File: config.mk
export PLATFORM = sky130hd
export DESIGN_NAME = pe_arbiter
export DESIGN_NICKNAME = d
export VERILOG_FILES = /design/src/rtl/pe_arbiter.sv
export SDC_FILE = /design/constraint.sdc
export NUM_CORES = 1
export LEC_CHECK = 0
export BUFFER_PORTS_ARGS = -buffer_cell sky130_fd_sc_hd__clkbuf_2
export CORE_MARGIN = 4
export CORE_UTILIZATION = 40
export CTS_BUF_LIST = sky130_fd_sc_hd__clkbuf_16
export CTS_CLUSTER_SIZE = 16
export DETAILED_ROUTE_END_ITERATION = 12
export PLACE_DENSITY = 0.58
export RECOVER_POWER = 25
export SYNTH_ARGS = -nofsm -noshare
export SYNTH_HDL_FRONTEND = slang
export SYNTH_SLANG_ARGS = --single-unit
File: constraint.sdc
create_clock -name clk -period 2.3 [get_ports clk]
set_input_delay 0.115 -clock clk [delete_from_list [all_inputs] [get_ports clk]]
set_output_delay 0.115 -clock clk [all_outputs]
set_load 0.1 [all_outputs]
File: src/rtl/pe_arbiter.sv
// Eight-requester arbiter: priority-encoded winner, registered one-hot grant held
// until release, disable or hold-timeout. Define PE_ARB_RR_EN for round-robin selection.
module pe_arbiter #(
  parameter int MAX_HOLD = 16
) (
  input  logic       clk,
  input  logic       rst_n,
  input  logic       en,
  input  logic [7:0] req,
  output logic [7:0] gnt,
  output logic [2:0] y,
  output logic       gnt_vld,
  output logic       timeout
);

  localparam int CW = (MAX_HOLD > 0) ? $clog2(MAX_HOLD + 1) : 1;
  localparam logic [CW-1:0] HOLD_LAST = (MAX_HOLD > 0) ? CW'(MAX_HOLD - 1) : '0;

  typedef enum logic {
    S_IDLE = 1'b0,
    S_BUSY = 1'b1
  } state_t;

  state_t        r_state, w_state_nxt;
  logic [7:0]    r_gnt, w_gnt_nxt;
  logic [2:0]    r_y, w_y_nxt;
  logic          r_vld, w_vld_nxt;
  logic          r_timeout, w_timeout_nxt;
  logic [CW-1:0] r_cnt, w_cnt_nxt;
  logic [7:0]    r_mask, w_mask_nxt;

  logic [7:0]    w_ereq;
  logic [2:0]    w_win;
  logic          w_win_vld;
  logic          w_grant;
  logic          w_hold_expired;

  assign w_ereq         = req & ~r_mask;
  assign w_grant        = (r_state == S_IDLE) && en && w_win_vld;
  assign w_hold_expired = (MAX_HOLD != 0) && (r_cnt == HOLD_LAST);

`ifdef PE_ARB_RR_EN
  logic [2:0] r_ptr;

  // Search downward from ptr-1, wrapping; 3-bit subtraction gives the mod-8 wrap.
  always_comb begin
    w_win     = '0;
    w_win_vld = 1'b0;
    for (int k = 1; k <= 8; k++) begin
      if (!w_win_vld && w_ereq[r_ptr - 3'(k)]) begin
        w_win     = r_ptr - 3'(k);
        w_win_vld = 1'b1;
      end
    end
  end

  always_ff @(posedge clk or negedge rst_n) begin
    if (!rst_n)       r_ptr <= '0;
    else if (w_grant) r_ptr <= w_win;
  end
`else
  always_comb begin
    w_win = '0;
    for (int k = 0; k < 8; k++) begin
      if (w_ereq[k]) w_win = 3'(k);
    end
    w_win_vld = |w_ereq;
  end
`endif

  always_ff @(posedge clk or negedge rst_n) begin
    // NOTE: state uses non-blocking assignment so every register samples pre-edge values.
    if (!rst_n) begin
      r_state   <= S_IDLE;
      r_gnt     <= '0;
      r_y       <= '0;
      r_vld     <= 1'b0;
      r_timeout <= 1'b0;
      r_cnt     <= '0;
      r_mask    <= '0;
    end else begin
      r_state   <= w_state_nxt;
      r_gnt     <= w_gnt_nxt;
      r_y       <= w_y_nxt;
      r_vld     <= w_vld_nxt;
      r_timeout <= w_timeout_nxt;
      r_cnt     <= w_cnt_nxt;
      r_mask    <= w_mask_nxt;
    end
  end

  always_comb begin
    w_state_nxt = r_state;
    case (r_state)
      S_IDLE:  if (w_grant) w_state_nxt = S_BUSY;
      S_BUSY:  if (!en || !req[r_y] || w_hold_expired) w_state_nxt = S_IDLE;
      default: w_state_nxt = S_IDLE;
    endcase
  end

  always_comb begin
    // NOTE: every output gets a default first so no path leaves a latch behind.
    w_gnt_nxt     = '0;
    w_y_nxt       = '0;
    w_vld_nxt     = 1'b0;
    w_timeout_nxt = 1'b0;
    w_cnt_nxt     = '0;
    w_mask_nxt    = r_mask & req;
    case (r_state)
      S_IDLE: begin
        if (w_grant) begin
          w_gnt_nxt = 8'b1 << w_win;
          w_y_nxt   = w_win;
          w_vld_nxt = 1'b1;
        end
      end
      S_BUSY: begin
        if (en && req[r_y]) begin
          if (w_hold_expired) begin
            // Setting after the clear makes a same-edge set win.
            w_timeout_nxt   = 1'b1;
            w_mask_nxt[r_y] = 1'b1;
          end else begin
            w_gnt_nxt = r_gnt;
            w_y_nxt   = r_y;
            w_vld_nxt = 1'b1;
            w_cnt_nxt = (MAX_HOLD != 0) ? r_cnt + 1'b1 : r_cnt;
          end
        end
      end
      default: ;
    endcase
  end

  assign gnt     = r_gnt;
  assign y       = r_y;
  assign gnt_vld = r_vld;
  assign timeout = r_timeout;

endmodule

Word level (Yosys, flattened, before mapping)
Index checks and enable logic that the tools add are counted.
- register bits after elaboration: 27
- input port bits: 11
- output and inout bits: 13
- word-level logic and storage cells: 61
- add/subtract/negate cells: 1
- order comparisons: 2
- equal/unequal tests: 2
- shifts and indexed selects: 1
- multiplexer cells: 34
- bitwise logic cells: 5
- reductions and logical operators: 9
- operators with widths (cell ; count):
    8-bit two-way mux ; 6
    3-bit two-way mux ; 7
    8-bit bitwise AND ; 2
    8-bit one-hot mux with 2 select lines ; 1
    5-bit two-way mux ; 3
    1-bit two-way mux ; 10
    8-bit NOT ; 1
    8-bit OR ; 1
    8-bit OR reduction ; 1
    1-bit by 3-bit << shifter with 8-bit output, first input constant ; 1
    3-bit one-hot mux with 2 select lines ; 1
    5-bit by 1-bit adder with 5-bit output, second input constant ; 1
    5-bit by 4-bit == test with 1-bit output, second input constant ; 1
    1-bit logical AND ; 4
    3-bit by 4-bit < comparator with 1-bit output, second input constant ; 1
    2-bit two-way mux ; 2
    1-bit one-hot mux with 2 select lines ; 2
    1-bit binary-select mux with 3-bit select ; 1
    1-bit demux with 3-bit select ; 1
    3-bit by 1-bit greater-or-equal comparator with 1-bit output, second input constant ; 1
    3-bit inequality test, second input constant ; 1
    1-bit logical NOT ; 2
    1-bit logical OR ; 2
    1-bit NOT ; 1

Depth between registers and ports, before layout
- depth after elaboration: 12
- depth in mapped cells: 7

Worst setup path before layout
No wires, ideal clock.
- path kind: reg-to-reg
- start point: register r_y[0] (netlist: y[0])
- end point: register r_gnt[2] (netlist: gnt[2])
- library setup time: 0.122 ns
- data arrival time: 2.579 ns
- data required time: 2.178 ns
- setup slack: -0.401 ns
- cell stages (with the launch flop): 8
- path buffers: 3
- cell sequence: dfrtp_1 buf_6 mux2_1 mux4_2 and3_1 buf_6 buf_8 a22o_1
- longest elaborated chain between the ends: 5
- elaborated cells on any way between the ends: 6
- RTL lines (item ; line ; RTL):
    start: declaration ; 26 ; logic [2:0] r_y, w_y_nxt;
    start signal: assignment ; 84 ; r_y <= w_y_nxt;
    1-bit binary-select mux with 3-bit select (*) ; 118 ; if (en && req[r_y]) begin
    1-bit two-way mux (not written as such) (*) ; 118 ;
    1-bit logical AND (*) ; 118 ;
    8-bit two-way mux ; 118 ;
    8-bit one-hot mux with 2 select lines ; 109 ; case (r_state)
    end signal: assignment ; 83 ; r_gnt <= w_gnt_nxt;
    end: declaration ; 25 ; logic [7:0] r_gnt, w_gnt_nxt;
Mark *: on every way between the ends. The rest lies on a longest branch, timed or not. The select of a mux whose other input is x is not followed.
A chain may end at the register's enable or synchronous reset.

Worst setup path after layout
- start point: register r_y[2] (netlist: y[2])
- end point: register r_mask[6]
- longest elaborated chain between the ends: 8
- elaborated cells on any way between the ends: 12
- RTL lines (item ; line ; RTL):
    3-bit by 4-bit < comparator with 1-bit output (not written as such) or 3-bit by 1-bit greater-or-equal comparator with 1-bit output (tied branches) ; 122 ; w_mask_nxt[r_y] = 1'b1;
    1-bit logical AND (not written as such) ; 122 ;
    1-bit two-way mux (not written as such) ; 122 ;
    1-bit demux with 3-bit select ; 122 ;
    8-bit OR (no line) ; n/a ;
    8-bit two-way mux ; 119 ; if (w_hold_expired) begin
    8-bit two-way mux (*) ; 118 ;
    8-bit two-way mux (*) ; 109 ;
    named net w_mask_nxt[6] ; 30 ; logic [7:0] r_mask, w_mask_nxt;
    end signal: assignment ; 88 ; r_mask <= w_mask_nxt;
    end: declaration ; 30 ;
Mark *: on every way through the listed nets, which the timed path passes. The rest lies on a longest branch. The select of a mux whose other input is x is not followed.

==> metrics.csv <==
metric,value,unit
Post-CTS Hold Buffers,1,
max-slew violations,0,
Die Ht,65.7,um
Resized cells post-CTS,0,
Total Wirelength,2870,um
slew margin rel.,10.5,%
Worst Setup End Kind,flop,
sequential fraction of the synthesis area,48.9,%
DRT Pass-1 Iters,4,
"commonest cells after routing, fill and taps aside","dfrtp_1 (23), clkbuf_2 (22), nor2b_1 (9)",
power density cells,739,nW/um^2
CP required,2490,ps
CTS tree,yes,
Core ar.,3130,sq um
# diodes,0,
Post-synth EDFFs,0,
CTS Sinks,26,
Initial Util,42.6,%
routed vias/inst,5.42,
"Arr. time, crit path",2230,ps
Fin. Hold Viols,0,
GRT Util Overall,15.3,%
Peak Freq,491,MHz
layout cells sized above 1,31.2,%
Mapped Nets,125,
worst ir drop on vdd,0.547,mV
pre-CTS setup slack,278,ps
"commonest non-fill, non-tap cell in the layout",dfrtp_1,
Setup Crit Path Kind,reg2reg,
dpl hpwl,2210,um
root buffer selected by CTS,clkbuf_16,
Hold/Removal Path Class,in2reg,
first-pass GRT wire length,5110,um
largest net degree at the start of global routing,27,
synth warn,0,
status,finished clean,
"Cell Area, Synth",1330,sq um
clock slew at reported path FFs,60,ps
Inserted Clock Buffers,3,
H-tree Lvls,1,
IO Count,24,
DRC,0,
antenna-violating nets left,0,
Post-Syn Instances,113,
post-layout power,0.00116,W
Final Worst Setup Slack,262,ps
endpoints failing setup,0,
FF-to-FF setup slack,260,ps
Yosys reg bits,26,
gpl congestion,0.801,
slew at the pin with the worst max-slew slack,1340,ps
"Top FF cell, synth",dfrtp_1,
remaining global-route overflow,0,
Max Root-Sink Buffers,2,
number of global-route vias before repair,1079,
FP Rows,20,
WL/cell,15.8,um
vias,986,
P_leak,0.740,nW
initial antenna violation count,0,
clk_lat worst skew,260,ps
Port Buf Inserts,23,
final worst-path cycle share,88.6,%
CP max FO,7,
Area Growth Syn to Fin,17.7,%
Starting DRT DRC Count,67,
Period minus WS final,2040,ps
Die W,65.7,um
ys async rst share,100,%
maximum capacitance violations,0,
Post-CTS Setup Inserts,0,
Die ar.,4320,sq um
Mapped Avg Cell Area,11.8,sq um
number of unique standard cell types used by synthesis,37,
Worst Skew,2.80,ps
Setup TNS,0,ps
Total Nets Final,151,
RSZ-0062 raised after global routing,no,
Setup crit start kind,flop,
[area by class of cell]
class                           count  area [sq um]
Timing Repair Buffer               24           124
Multi-Input combinational cell     80           637
Tap cell                           44          55.1
Inverter                            4          15.0
Sequential cell                    26           657
Fill cell                         308          1560
Clock buffer                        3          75.1
Clock inverter                      1          3.75
[state kept, by name, summed over array words and instances, names as in the netlist]
name     count
gnt          8
r_mask       8
r_cnt        5
y            3
r_state      1
timeout      1
[per-stage QoR]
step           instance area (sq um)  cells  hold slack [ps]  utilization [%]
2_1_floorplan                   1350    113             -181                -
3_3_place_gp                    1480    177              170             47.3
3_5_place_dp                    1480    177              175             47.3
4_1_cts                         1570    182              134             50.1
5_1_grt                         1570    182              136             50.1
6_report                        1570    182              133             50.1
[where the power goes]
part	internal, W	switching, W	total (W)
clock	0.000232	0.000146	0.000379
sequential	0.000477	0.0000266	0.000503
combinational	0.0000776	0.000197	0.000275
[critical path, stage by stage, from the launching register on]
cell,delay [ps]
dfrtp_2,440
inv_1,210
mux4_2,570
nor4_2,510
a32o_1,250
[Yosys cell counts, types with 2 or more instances]
| cell type | n | area, sq um |
|---|---|---|
| mux4_2 | 2 | 45.0 |
| nor4_1 | 2 | 12.5 |
| buf_6 | 2 | 22.5 |
| nand3_1 | 3 | 15.0 |
| and3_1 | 2 | 12.5 |
| xnor2_1 | 2 | 17.5 |
| nor2_1 | 5 | 18.8 |
| mux2_1 | 2 | 22.5 |
| dfrtp_1 | 26 | 651 |
| a32o_2 | 3 | 33.8 |
| o31ai_1 | 4 | 30.0 |
| mux2i_1 | 4 | 40.0 |
| or2_2 | 2 | 12.5 |
| and2_1 | 3 | 18.8 |
| nor2b_1 | 9 | 56.3 |
| nand2_1 | 6 | 22.5 |
| a22o_1 | 3 | 26.3 |
| nand2b_1 | 5 | 31.3 |
| a22o_2 | 2 | 20.0 |
| inv_1 | 4 | 15.0 |
| a32o_1 | 6 | 60.1 |
[cell families (layout without fill, tap and decap cells)]
group                    count (synthesis)  in the layout  share of synthesized area [%]
XOR/XNOR                                 2              2                           1.32
buffers and inverters                    7             32                           3.95
flip-flops                              26             26                           48.9
AO/OA/AOI/OAI                           27             27                           18.0
adder cells (fa/ha/maj)                  1              1                          0.940
multiplexers                            10             10                           10.1
AND/OR/NAND/NOR                         40             40                           16.8
[routing by layer]
metal	wire length [um]	track usage, %	part of all wire, %	vias to the layer above
li1	-	-	-	477
met3	87	3.42	3.0	2
met1	1330	19.9	46	489
met4	19	4.40	0.66	0
met2	1440	25.3	50	18
met5	0	0	0	-
[path summary, 6_finish.rpt]
kind / startpoint / to / cells past startpoint
worst max-delay path: y[2] / r_mask[6] / 4
worst min-delay path: req[1] / r_mask[1] / 3
worst max register to register: y[2] / r_mask[6] / 4
worst min register to register: r_cnt[0] / r_cnt[0] / 1
max in group asynchronous: rst_n / y[0] / 2
min in group asynchronous: rst_n / r_cnt[4] / 2
(Power assumes the default switching activity.)
